`config.mk`:
```
export PLATFORM = sky130hd
export DESIGN_NAME = ibex_rf_write_arbiter
export DESIGN_NICKNAME = d
export VERILOG_FILES = /design/src/rtl/ibex_rf_write_arbiter.sv
export SDC_FILE = /design/constraint.sdc
export NUM_CORES = 1
export LEC_CHECK = 0
export BUFFER_PORTS_ARGS = -buffer_cell sky130_fd_sc_hd__buf_2
export CORE_MARGIN = 2
export CORE_UTILIZATION = 35
export DETAILED_ROUTE_END_ITERATION = 10
export PLACE_DENSITY_LB_ADDON = 0.2
export REMOVE_ABC_BUFFERS = 1
export SETUP_SLACK_MARGIN = 0.3
export SKIP_CTS_REPAIR_TIMING = 1
export SLEW_MARGIN = 15
export SYNTH_ARGS = -nofsm -noshare
export SYNTH_HDL_FRONTEND = slang
export SYNTH_SLANG_ARGS = --single-unit
```
`constraint.sdc`:
```
create_clock -name clk_i -period 6.4 [get_ports clk_i]
set_input_delay 0.32 -clock clk_i [delete_from_list [all_inputs] [get_ports clk_i]]
set_output_delay 0.32 -clock clk_i [all_outputs]
set_load 0.02 [all_outputs]
```
`src/rtl/ibex_rf_write_arbiter.sv`:
```
// Merges EX results and LSU load responses onto the single register file write port.
// Latency: 1 cycle to rf_we_o (LSU always; EX via bypass when idle). Backpressure: ex_ready_o low when the EX FIFO is full; LSU has no backpressure.
// Optional forwarding outputs are present only when IBEX_RF_WB_FWD_EN is defined.
module ibex_rf_write_arbiter #(
    parameter int unsigned DataWidth = 32,
    parameter int unsigned ExDepth   = 2
) (
    input  logic                 clk_i,
    input  logic                 rst_ni,

    input  logic                 ex_valid_i,
    output logic                 ex_ready_o,
    input  logic [4:0]           ex_waddr_i,
    input  logic [DataWidth-1:0] ex_wdata_i,

    input  logic                 lsu_valid_i,
    input  logic [4:0]           lsu_waddr_i,
    input  logic [DataWidth-1:0] lsu_wdata_i,

    output logic                 rf_we_o,
    output logic [4:0]           rf_waddr_o,
    output logic [DataWidth-1:0] rf_wdata_o,

    input  logic [4:0]           raddr_a_i,
    input  logic [4:0]           raddr_b_i,
    output logic                 fwd_hit_a_o,
    output logic                 fwd_hit_b_o,
    output logic [DataWidth-1:0] fwd_data_a_o,
    output logic [DataWidth-1:0] fwd_data_b_o,

    output logic [31:0]          pending_o,
    output logic                 busy_o
);

    localparam int unsigned PtrW = $clog2(ExDepth);
    localparam int unsigned CntW = $clog2(ExDepth + 1);

    logic [4:0]           fifo_addr_q [ExDepth];
    logic [DataWidth-1:0] fifo_data_q [ExDepth];
    logic [PtrW-1:0]      rptr_q, wptr_q;
    logic [CntW-1:0]      cnt_q;

    logic                 rf_we_q;
    logic [4:0]           rf_waddr_q;
    logic [DataWidth-1:0] rf_wdata_q;

    logic ex_keep, lsu_keep, fifo_empty, bypass, pop, push;

    assign ex_ready_o = (cnt_q < CntW'(ExDepth));
    assign fifo_empty = (cnt_q == '0);

    // x0 results complete their handshake but go nowhere.
    assign ex_keep  = ex_valid_i & ex_ready_o & (ex_waddr_i != 5'd0);
    assign lsu_keep = lsu_valid_i & (lsu_waddr_i != 5'd0);

    assign bypass = ex_keep & fifo_empty & ~lsu_keep;
    assign pop    = ~lsu_keep & ~fifo_empty;
    assign push   = ex_keep & ~bypass;

    always_ff @(posedge clk_i or negedge rst_ni) begin
        if (!rst_ni) begin
            rf_we_q    <= 1'b0;
            rf_waddr_q <= '0;
            rf_wdata_q <= '0;
            rptr_q     <= '0;
            wptr_q     <= '0;
            cnt_q      <= '0;
            for (int i = 0; i < ExDepth; i++) begin
                fifo_addr_q[i] <= '0;
                fifo_data_q[i] <= '0;
            end
        end else begin
            if (lsu_keep) begin
                rf_we_q    <= 1'b1;
                rf_waddr_q <= lsu_waddr_i;
                rf_wdata_q <= lsu_wdata_i;
            end else if (pop) begin
                rf_we_q    <= 1'b1;
                rf_waddr_q <= fifo_addr_q[rptr_q];
                rf_wdata_q <= fifo_data_q[rptr_q];
            end else if (bypass) begin
                rf_we_q    <= 1'b1;
                rf_waddr_q <= ex_waddr_i;
                rf_wdata_q <= ex_wdata_i;
            end else begin
                rf_we_q    <= 1'b0;
            end

            // ExDepth is a power of two, so pointers wrap by natural overflow.
            if (push) begin
                fifo_addr_q[wptr_q] <= ex_waddr_i;
                fifo_data_q[wptr_q] <= ex_wdata_i;
                wptr_q              <= wptr_q + 1'b1;
            end
            if (pop) begin
                rptr_q <= rptr_q + 1'b1;
            end
            cnt_q <= cnt_q + CntW'(push) - CntW'(pop);
        end
    end

    assign rf_we_o    = rf_we_q;
    assign rf_waddr_o = rf_waddr_q;
    assign rf_wdata_o = rf_wdata_q;
    assign busy_o     = ~fifo_empty | rf_we_q;

    always_comb begin
        logic [PtrW-1:0] idx;
        pending_o = '0;
        idx       = '0;
        if (rf_we_q) begin
            pending_o[rf_waddr_q] = 1'b1;
        end
        for (int k = 0; k < ExDepth; k++) begin
            idx = rptr_q + PtrW'(k);
            if (CntW'(k) < cnt_q) begin
                pending_o[fifo_addr_q[idx]] = 1'b1;
            end
        end
    end

`ifdef IBEX_RF_WB_FWD_EN
    // Walk oldest to newest so the youngest matching entry wins.
    always_comb begin
        logic [PtrW-1:0] idx;
        idx          = '0;
        fwd_hit_a_o  = 1'b0;
        fwd_hit_b_o  = 1'b0;
        fwd_data_a_o = '0;
        fwd_data_b_o = '0;
        if (rf_we_q && (raddr_a_i != 5'd0) && (rf_waddr_q == raddr_a_i)) begin
            fwd_hit_a_o  = 1'b1;
            fwd_data_a_o = rf_wdata_q;
        end
        if (rf_we_q && (raddr_b_i != 5'd0) && (rf_waddr_q == raddr_b_i)) begin
            fwd_hit_b_o  = 1'b1;
            fwd_data_b_o = rf_wdata_q;
        end
        for (int k = 0; k < ExDepth; k++) begin
            idx = rptr_q + PtrW'(k);
            if (CntW'(k) < cnt_q) begin
                if ((raddr_a_i != 5'd0) && (fifo_addr_q[idx] == raddr_a_i)) begin
                    fwd_hit_a_o  = 1'b1;
                    fwd_data_a_o = fifo_data_q[idx];
                end
                if ((raddr_b_i != 5'd0) && (fifo_addr_q[idx] == raddr_b_i)) begin
                    fwd_hit_b_o  = 1'b1;
                    fwd_data_b_o = fifo_data_q[idx];
                end
            end
        end
    end
`else
    logic unused_raddr;
    assign unused_raddr = ^{raddr_a_i, raddr_b_i};
    assign fwd_hit_a_o  = 1'b0;
    assign fwd_hit_b_o  = 1'b0;
    assign fwd_data_a_o = '0;
    assign fwd_data_b_o = '0;
`endif

endmodule

```
Word-level counts from Yosys, hierarchy flattened
Cells that the tools add are included.
{ "classes": {"add_sub_neg": 4, "order_cmp": 13, "muxes": 33, "bitwise_logic": 16, "reduce_logical": 8} }
{ "op_table": {"columns": ["cell", "count"], "rows": [
  ["$mux W32", 10],
  ["$bwmux W64", 1],
  ["$or A32 B32 Y32", 2],
  ["$mux W5", 10],
  ["$demux W32 S1", 1],
  ["$lt A5 B6 Y1 const B", 3],
  ["$demux W1 S5", 3],
  ["$ge A5 B1 Y1 const B", 3],
  ["$bwmux W10", 1],
  ["$reduce_bool A5 Y1", 2],
  ["$and A1 B1 Y1", 7],
  ["$ge A2 B2 Y1 const B", 3],
  ["$mux W1", 6],
  ["$not A1 Y2", 3],
  ["$demux W5 S1", 1],
  ["$logic_and A1 B1 Y1", 4],
  ["$lt A1 B2 Y1 const A", 2],
  ["$not A1 Y1", 3],
  ["$reduce_bool A3 Y1", 1],
  ["$add A1 B1 Y1 const B", 2],
  ["$add A2 B1 Y2", 1],
  ["$logic_not A2 Y1", 1],
  ["$lt A2 B1 Y1 const B", 1],
  ["$lt A2 B2 Y1 const B", 1],
  ["other kinds (2)", 2]
]} }
{ "word_totals": {"reg_bits": 116, "output_inout_bits": 138, "wordCells": 84} }

Longest topological paths before layout
Gate-level depths: netlist (run 1).
{ "depth": {"word_depth": 12, "depth_mapped": 10} }

Worst setup path after synthesis (run 1)
Ideal clock, no wire load.
{ "synth_path": {"path_kind": "input to register", "from": "in lsu_waddr_i[3]", "to": "reg cnt_q[1]", "arrival_ns": 2.260, "t_required_ns": 6.267, "setup_slack_ns": 4.007, "stages": 10, "path_cell_list": "or4_1 -> o21a_1 -> buf_6 -> clkbuf_1 -> o21ai_0 -> ha_1 -> inv_1 -> ha_1 -> xnor2_1 -> xnor2_1"} }
{ "synth_via": {"elab_chain_len": 8, "elab_cells_between_ends": 9, "classes_between": "add/sub (2); bitwise (6); reduce/logical (1)"} }
{ "synth_rtl": {"columns": ["item", "line", "rtl"], "rows": [
  ["from (decl)", "17", "input logic [4:0] lsu_waddr_i,"],
  ["$reduce_bool A5 Y1 (*)", "54", "assign lsu_keep = lsu_valid_i & (lsu_waddr_i != 5'd0);"],
  ["$and A1 B1 Y1 (*)", "54", null],
  ["$not A1 Y1 (*)", "56, 57", null],
  ["$and A1 B1 Y1", "56", "assign bypass = ex_keep & fifo_empty & ~lsu_keep;"],
  ["$not A1 Y1", "58", "assign push = ex_keep & ~bypass;"],
  ["$and A1 B1 Y1", "58", null],
  ["$add A2 B1 Y2", "98", "cnt_q <= cnt_q + CntW'(push) - CntW'(pop);"],
  ["$sub A2 B1 Y2 (*)", "98", null],
  ["to (signal assigned)", "98", null],
  ["to (decl)", "41", "logic [CntW-1:0] cnt_q;"]
]} }
Every way passes the cells marked *; elsewhere a longest branch is shown, timed or not.
A chain may end at the register's enable or synchronous reset.

Worst setup path after layout (run 1)
{ "layout_path": {"from": "reg rptr_q", "to": "out pending_o[3]"} }
{ "layout_via": {"elab_chain_len": 12, "elab_cells_between_ends": 23, "classes_between": "add/sub (1); order compare (4); mux (12); bitwise (4); reduce/logical (2)"} }
{ "layout_rtl": {"columns": ["item", "line", "rtl"], "rows": [
  ["from (decl)", "40", "logic [PtrW-1:0] rptr_q, wptr_q;"],
  ["from (signal assigned)", "96", "rptr_q <= rptr_q + 1'b1;"],
  ["$not A1 Y2 (implied by the code)", "117", "pending_o[fifo_addr_q[idx]] = 1'b1;"],
  ["$mux W5 (implied by the code) (3 in a row)", "117", null],
  ["$lt A5 B6 Y1 (implied by the code) / $ge A5 B1 Y1 (equally long branches)", "117", null],
  ["$logic_and A1 B1 Y1 (implied by the code)", "117", null],
  ["$mux W1 (implied by the code)", "117", null],
  ["$demux W1 S5", "117", null],
  ["$or A32 B32 Y32 (no line)", null, null],
  ["$mux W32", "116", "if (CntW'(k) < cnt_q) begin"],
  ["$or A32 B32 Y32 (no line)", null, null],
  ["$mux W32 (*)", "116", null],
  ["to (decl)", "31", "output logic [31:0] pending_o,"]
]} }
Every way passes the cells marked *; elsewhere a longest branch is shown, timed or not. The select of a mux whose other input is x is not followed.

==> results of run 1 <==
[metrics by stage]
step                setup WS (ps)  hold slack [ps]
floorplan                    2920             24.4
global placement             3390              479
detailed placement           3380              476
CTS                          3080             38.9
global route                 2870             86.1
finish                       3080             14.7
[final cells by class]
type,count,share of cell area (%)
repair buffers,158,9.78
flip-flops and latches,116,34.8
inverters,3,0.135
clock inverters,5,0.600
well taps,270,4.05
multi-input cells,541,44.7
clock buffers,25,5.94
[cells by family after synthesis]
logic type               count (synthesis)
AO/OA/AOI/OAI                          125
XOR/XNOR                                 4
adder cells (fa/ha/maj)                  2
buffers and inverters                  121
flip-flops                             116
multiplexers                           154
other                                    1
AND/OR/NAND/NOR                        190
[sequential cells by signal, indices dropped and copies added (netlist names)]
signal       flops
cnt_q            2
rptr_q           1
rf_we_o          1
rf_waddr_o       5
rf_wdata_o      32
fifo_addr_q     10
fifo_data_q     64
wptr_q           1
[layer usage]
metal / global-route usage, % / wire length (um)
met1: 24.1 / 9060
met2: 27.4 / 8520
met5: 0 / 13
met3: 4.38 / 1200
met4: 5.05 / 191
[power by group through the flow]
| stage | clock network [W] | registers, W | logic (W) |
|---|---|---|---|
| global placement | 0 | 0.00141 | 0.00225 |
| floorplan | 0 | 0.00157 | 0.00141 |
| global route | 0.000944 | 0.00146 | 0.00247 |
| finish | 0.000881 | 0.00140 | 0.00226 |
| CTS | 0.000907 | 0.00140 | 0.00228 |
| detailed placement | 0 | 0.00141 | 0.00227 |
[synth_stat cells, types with 4 or more instances]
master,number
mux2_1,5
nand2_1,71
o21ai_0,4
buf_6,11
or3b_2,9
nor4_1,32
or3_1,5
nor2_1,6
a22oi_1,32
clkbuf_1,30
nand3b_1,9
nor3_1,41
dfrtp_1,116
nor3b_1,4
mux2i_1,71
mux2_2,74
a21oi_1,80
mux2_4,4
buf_1,4
buf_2,7
buf_4,66
[critical path, delay by kind of cell (launching register included)]
kind                   cells  cell delay (ps)
AO/OA/AOI/OAI              2              750
buffers and inverters      2              860
flip-flops                 1              690
AND/OR/NAND/NOR            2              290
[final timing paths]
path	from	end	slack (ps)	cells after the start
max reg2reg	cnt_q[1]$_DFF_PN0_	cnt_q[1]$_DFF_PN0_	3660	8
max	rptr_q$_DFFE_PN0N_	pending_o[3]	3080	6
min reg2reg	fifo_data_q[49]$_DFFE_PN0P_	fifo_data_q[49]$_DFFE_PN0P_	500	1
min	rst_ni	rf_wdata_o[12]$_DFFE_PN0P_	10	1
max in group asynchronous	rst_ni	rptr_q$_DFFE_PN0N_	5120	2
min in group clk_i	ex_wdata_i[28]	fifo_data_q[60]$_DFFE_PN0P_	180	2
==> metrics.md, run 1 <==
| Metric | Value |
|---|---|
| Yosys top cell by area | dfrtp_1 |
| Sequential-to-total area share from yosys stat | 40.5% |
| Worst Hold Class | input port to asynchronous set/reset pin |
| Worst Skew | 4.58 ps |
| EDFF count, synth | 0 |
| Synth Area in XOR/XNOR | 0.489% |
| Clk_lat worst skew | 400 ps |
| Total wire length | 19,000 um |
| Internal Power | 0.00259 W |
| Max_cap viols | 0 |
| Layout cells sized above 1 | 32.9% |
| Area grow syn2layout | 16.4% |
| Clock power share | 19.4% |
| Antenna violations before repair | 3 |
| # diodes | 0 |
| Setup TNS Final | 0 ps |
| Post-synthesis mux area share | 23.2% |
| Async SR Flop Fraction | 100% |
| DR iter-0 viols | 280 |
| Endpoints failing setup | 0 |
| Sw Pwr | 0.00196 W |
| Synth Area in Adders | 0.349% |
| FP Rows | 52 |
| Final Cell Area | 8350 um^2 |
| Largest family of logic cells by synthesized area | multiplexers |
| Clock root cell | clkbuf_16 |
| Period minus WS final | 3320 ps |
| Flop pwr share | 30.9% |
| Chip width | 147 um |
| Worst-path fanout max | 39 |
| CORE AREA | 20,200 um^2 |
| Layout Nets | 927 |
| First-pass GRT wire length | 30,300 um |
| CTS Buf Count | 17 |
| Crit end category | output pin |
| Synth Area in Simple Gates | 13.9% |
| H-tree levels | 4 |
| Synth Warn # | 0 |
| Nature of the critical path startpoint | flop |
| Finished Layout Cells | 1,118 |
| Total GRT Usage | 17.5% |
| Number of fill cells in the layout | 2,007 |
| Switching Fraction | 43.0% |
| Sequential Area | 2900 um^2 |
| Ranking of synthesized cells by area | dfrtp_1 40%, mux2_2 12%, mux2i_1 9.9%, buf_4 6.9%, a21oi_1 5.6% |
| Compound-Gate Fraction of Synth Area | 10.5% |
| Global route total overflow | 0 |
| Post-DR vias/cell | 5.06 |
| Top-Level Pins | 226 |
| Synth cell types | 39 |
| Sink Count | 116 |
| Post-route ant nets | 0 |
| Die height | 147 um |
| Post-DP HPWL | 12,100 um |
| Via count | 5,654 |
| Worst-path cell chain | buf_4, nand3_1, a21oi_1, a22oi_1, nand2_1, buf_2 |
| Post-route DRC | 0 |
| Data required, critical path | 6080 ps |
| Tightest Pin Transition | 986 ps |
| Peak supply drop | 0.000249 V |
| DR WL/cell | 17.0 um |
| # port buffers | 149 |
| Placed cell areas | 7800 um^2 |
| Slew margin rel. | 34.2% |
| Initial Util | 35.5% |
| Tcrit/Tclk final | 51.9% |
| Top-area cell type share of the netlist area | 40.5% |
| Pre-Repair DR Iteration Count | 5 |
| Commonest non-fill, non-tap cell in the layout | buf_2 |
| Setup CP Type | flop to output pin |
| Leakage | 3.97 nW |
| Multi-input logic area | 3730 um^2 |
| Crit path DAT | 3000 ps |
| Die area | 21,600 um^2 |
| Power share of the combinational group | 49.8% |
| Slew Viols, Final | 0 |
| Mean Syn Cell Area | 10.1 um^2 |
| Vias in the first global route | 5,496 |
| Max Freq | 301 MHz |
| Seq cells post-synth | 116 |
| TritonCTS clock tree | yes |
| Cell count after synthesis | 713 |
| Dpl cells | 1,088 |
| Final Util | 41.4% |
| Tot Pwr | 0.00455 W |
| Largest net degree at the start of global routing | 70 |
| Final hold vios | 0 |
| Clock buffer depth | 2 |
| RSZ-0062 raised after global routing | false |
| Ys flop type | dfrtp_1 |
| Max incr delay on CP | 690 ps |
| Routability congestion estimate from global placement | 0.839 |
| Outcome | completed |
| Slowest stage cell, crit path | dfrtp_2 |
| Pwr/cell area | 545 nW/um^2 |
| Synthesized area | 7170 um^2 |
| Commonest non-fill, non-tap cells in the layout | 148 x buf_2, 115 x dfrtp_1, 80 x a21oi_1, 74 x mux2_2 |
| Worst-path clk slew | 50 ps |
Power figures use the tool's default switching activity.
==> run 2: changes to the inputs <==
- clock period: 6.4 -> 3.39 ns (I/O delays scaled with it)
==> run 2 against run 1 <==
  * Cell area increased by 1.1%
  * Register-to-register slack got worse by 3000 ps
  * Clock skew increased by 5.3 ps
  * Critical path depth decreased by 1
  * Combinational power increased by 89%
  * Sequential cell count unchanged
==> metrics.md, run 2 (synthesis results as in run 1) <==
| Metric | Value |
|---|---|
| Outcome | completed |
| Die height | 147 um |
| CORE AREA | 20,200 um^2 |
| TritonCTS clock tree | yes |
| Nature of the critical path startpoint | flop |
| Clock root cell | clkbuf_16 |
| Largest net degree at the start of global routing | 75 |
| Clock buffer depth | 2 |
| Setup CP Type | flop to output pin |
| Post-route ant nets | 0 |
| Delay-heaviest family, CP | compound AO/OA/AOI/OAI gates |
| Worst-path cell chain | or3b_2, a21oi_1, a22oi_1, nand2_1, buf_2 |
| Sink Count | 116 |
| CP Buf/Inv Count | 1 |
| Pre-Repair DR Iteration Count | 5 |
| Vias in the first global route | 5,507 |
| Slew margin rel. | 28.7% |
| Dpl cells | 1,091 |
| Global route total overflow | 0 |
| Tcrit/Tclk final | 85.9% |
| Tightest Pin Transition | 1070 ps |
| DR WL/cell | 17.0 um |
| Total wire length | 19,100 um |
| Peak supply drop | 0.000508 V |
| Commonest non-fill, non-tap cell in the layout | buf_2 |
| Period minus WS final | 2910 ps |
| Worst Skew | 9.89 ps |
| Crit path DAT | 2740 ps |
| Total GRT Usage | 17.6% |
| RSZ-0062 raised after global routing | false |
| Worst-path clk slew | 60 ps |
| H-tree levels | 4 |
| CTS Buf Count | 17 |
| Worst Hold Class | input port to flop |
| Max Freq | 343 MHz |
| Post-DP HPWL | 12,600 um |
| Multi-input logic area | 3730 um^2 |
| Commonest non-fill, non-tap cells in the layout | 148 x buf_2, 115 x dfrtp_1, 80 x a21oi_1, 74 x mux2_2 |
| Max incr delay on CP | 720 ps |
| Final hold vios | 0 |
| Via count | 5,687 |
| Max_cap viols | 0 |
| Largest register FFs | 64 |
| Endpoints failing setup | 0 |
| Setup TNS Final | 0 ps |
| First-pass GRT wire length | 30,100 um |
| FP Rows | 52 |
| Area grow syn2layout | 17.6% |
| Antenna violations before repair | 3 |
| Pwr/cell area | 1030 nW/um^2 |
| Leakage | 4.00 nW |
| DR iter-0 viols | 302 |
| Biggest register | fifo_data_q |
| Post-DR vias/cell | 5.05 |
| Sequential Area | 2900 um^2 |
| Data required, critical path | 3220 ps |
| Slew Viols, Final | 0 |
| Layout Nets | 931 |
| Post-route DRC | 0 |
| Crit end category | output pin |
| # port buffers | 149 |
| Top-Level Pins | 226 |
| Chip width | 147 um |
| Layout cells sized above 1 | 33.1% |
| Routability congestion estimate from global placement | 0.879 |
| Initial Util | 35.5% |
| Clk_lat worst skew | 410 ps |
| Finished Layout Cells | 1,126 |
| Worst-path fanout max | 34 |
| Die area | 21,600 um^2 |
| Slowest stage cell, crit path | dfrtp_2 |
| Number of fill cells in the layout | 2,052 |
-- run 2: cell types whose count changed in the layout (fill, tap and decap cells not counted), sizes merged --
| cell | delta |
|---|---|
| bufinv | +1 |
| buf | +3 |
| dlygate4sd3 | +1 |
| diode | +4 |
| clkbuf | +1 |
| clkinv | -2 |
-- run 2: path summary, 6_finish.rpt --
kind | from | endpoint | slack [ps] | cells after the start
worst min register to register | fifo_data_q[54]$_DFFE_PN0P_ | fifo_data_q[54]$_DFFE_PN0P_ | 500 | 1
worst max-delay path | rptr_q$_DFFE_PN0N_ | pending_o[0] | 480 | 5
worst min-delay path | ex_wdata_i[7] | fifo_data_q[39]$_DFFE_PN0P_ | 20 | 2
min in group asynchronous | rst_ni | rf_wdata_o[24]$_DFFE_PN0P_ | 450 | 2
worst max register to register | cnt_q[1]$_DFF_PN0_ | cnt_q[1]$_DFF_PN0_ | 700 | 8
max in group asynchronous | rst_ni | fifo_data_q[22]$_DFFE_PN0P_ | 2170 | 3
-- run 2: final cells by class --
| class | instances | share of cell area, % |
|---|---|---|
| Tap cell | 270 | 4.01 |
| Clock inverter | 4 | 0.831 |
| Inverter | 3 | 0.134 |
| Antenna cell | 4 | 0.119 |
| Multi-Input combinational cell | 541 | 44.2 |
| Clock buffer | 26 | 6.04 |
| Timing Repair Buffer | 162 | 10.2 |
| Sequential cell | 116 | 34.4 |
-- run 2: layer usage --
metal	vias up	track usage, %	routed length (um)
met5	-	0	0
met4	0	4.71	216
met3	18	5.65	1430
met2	224	26.8	8490
met1	2724	24.2	8970
li1	2721	-	-
-- run 2: through the flow --
stage / setup WS, ps / area, um^2 / power (W) / hold WS, ps / util, %
2_1_floorplan: 64.8 / 6630 / 0.00563 / -126 / -
3_3_place_gp: 707 / 7840 / 0.00691 / 405 / 38.8
3_5_place_dp: 686 / 7840 / 0.00697 / 403 / 38.8
4_1_cts: 500 / 8410 / 0.00877 / -39.0 / 41.7
5_1_grt: 350 / 8430 / 0.00930 / 5.83 / 41.8
6_report: 477 / 8430 / 0.00871 / 20.6 / 41.8
-- run 2: where the power goes --
group	internal, W	switching (W)
registers	0.00210	0.000561
clock network	0.00117	0.000600
logic	0.00173	0.00255
-- run 2: worst register-to-register path, cell delays in order (launching register included) --
cell,delay [ps]
dfrtp_1,370
inv_1,170
o311a_2,850
o21ai_0,340
ha_1,370
inv_1,40
ha_1,170
xnor2_1,130
xnor2_1,120
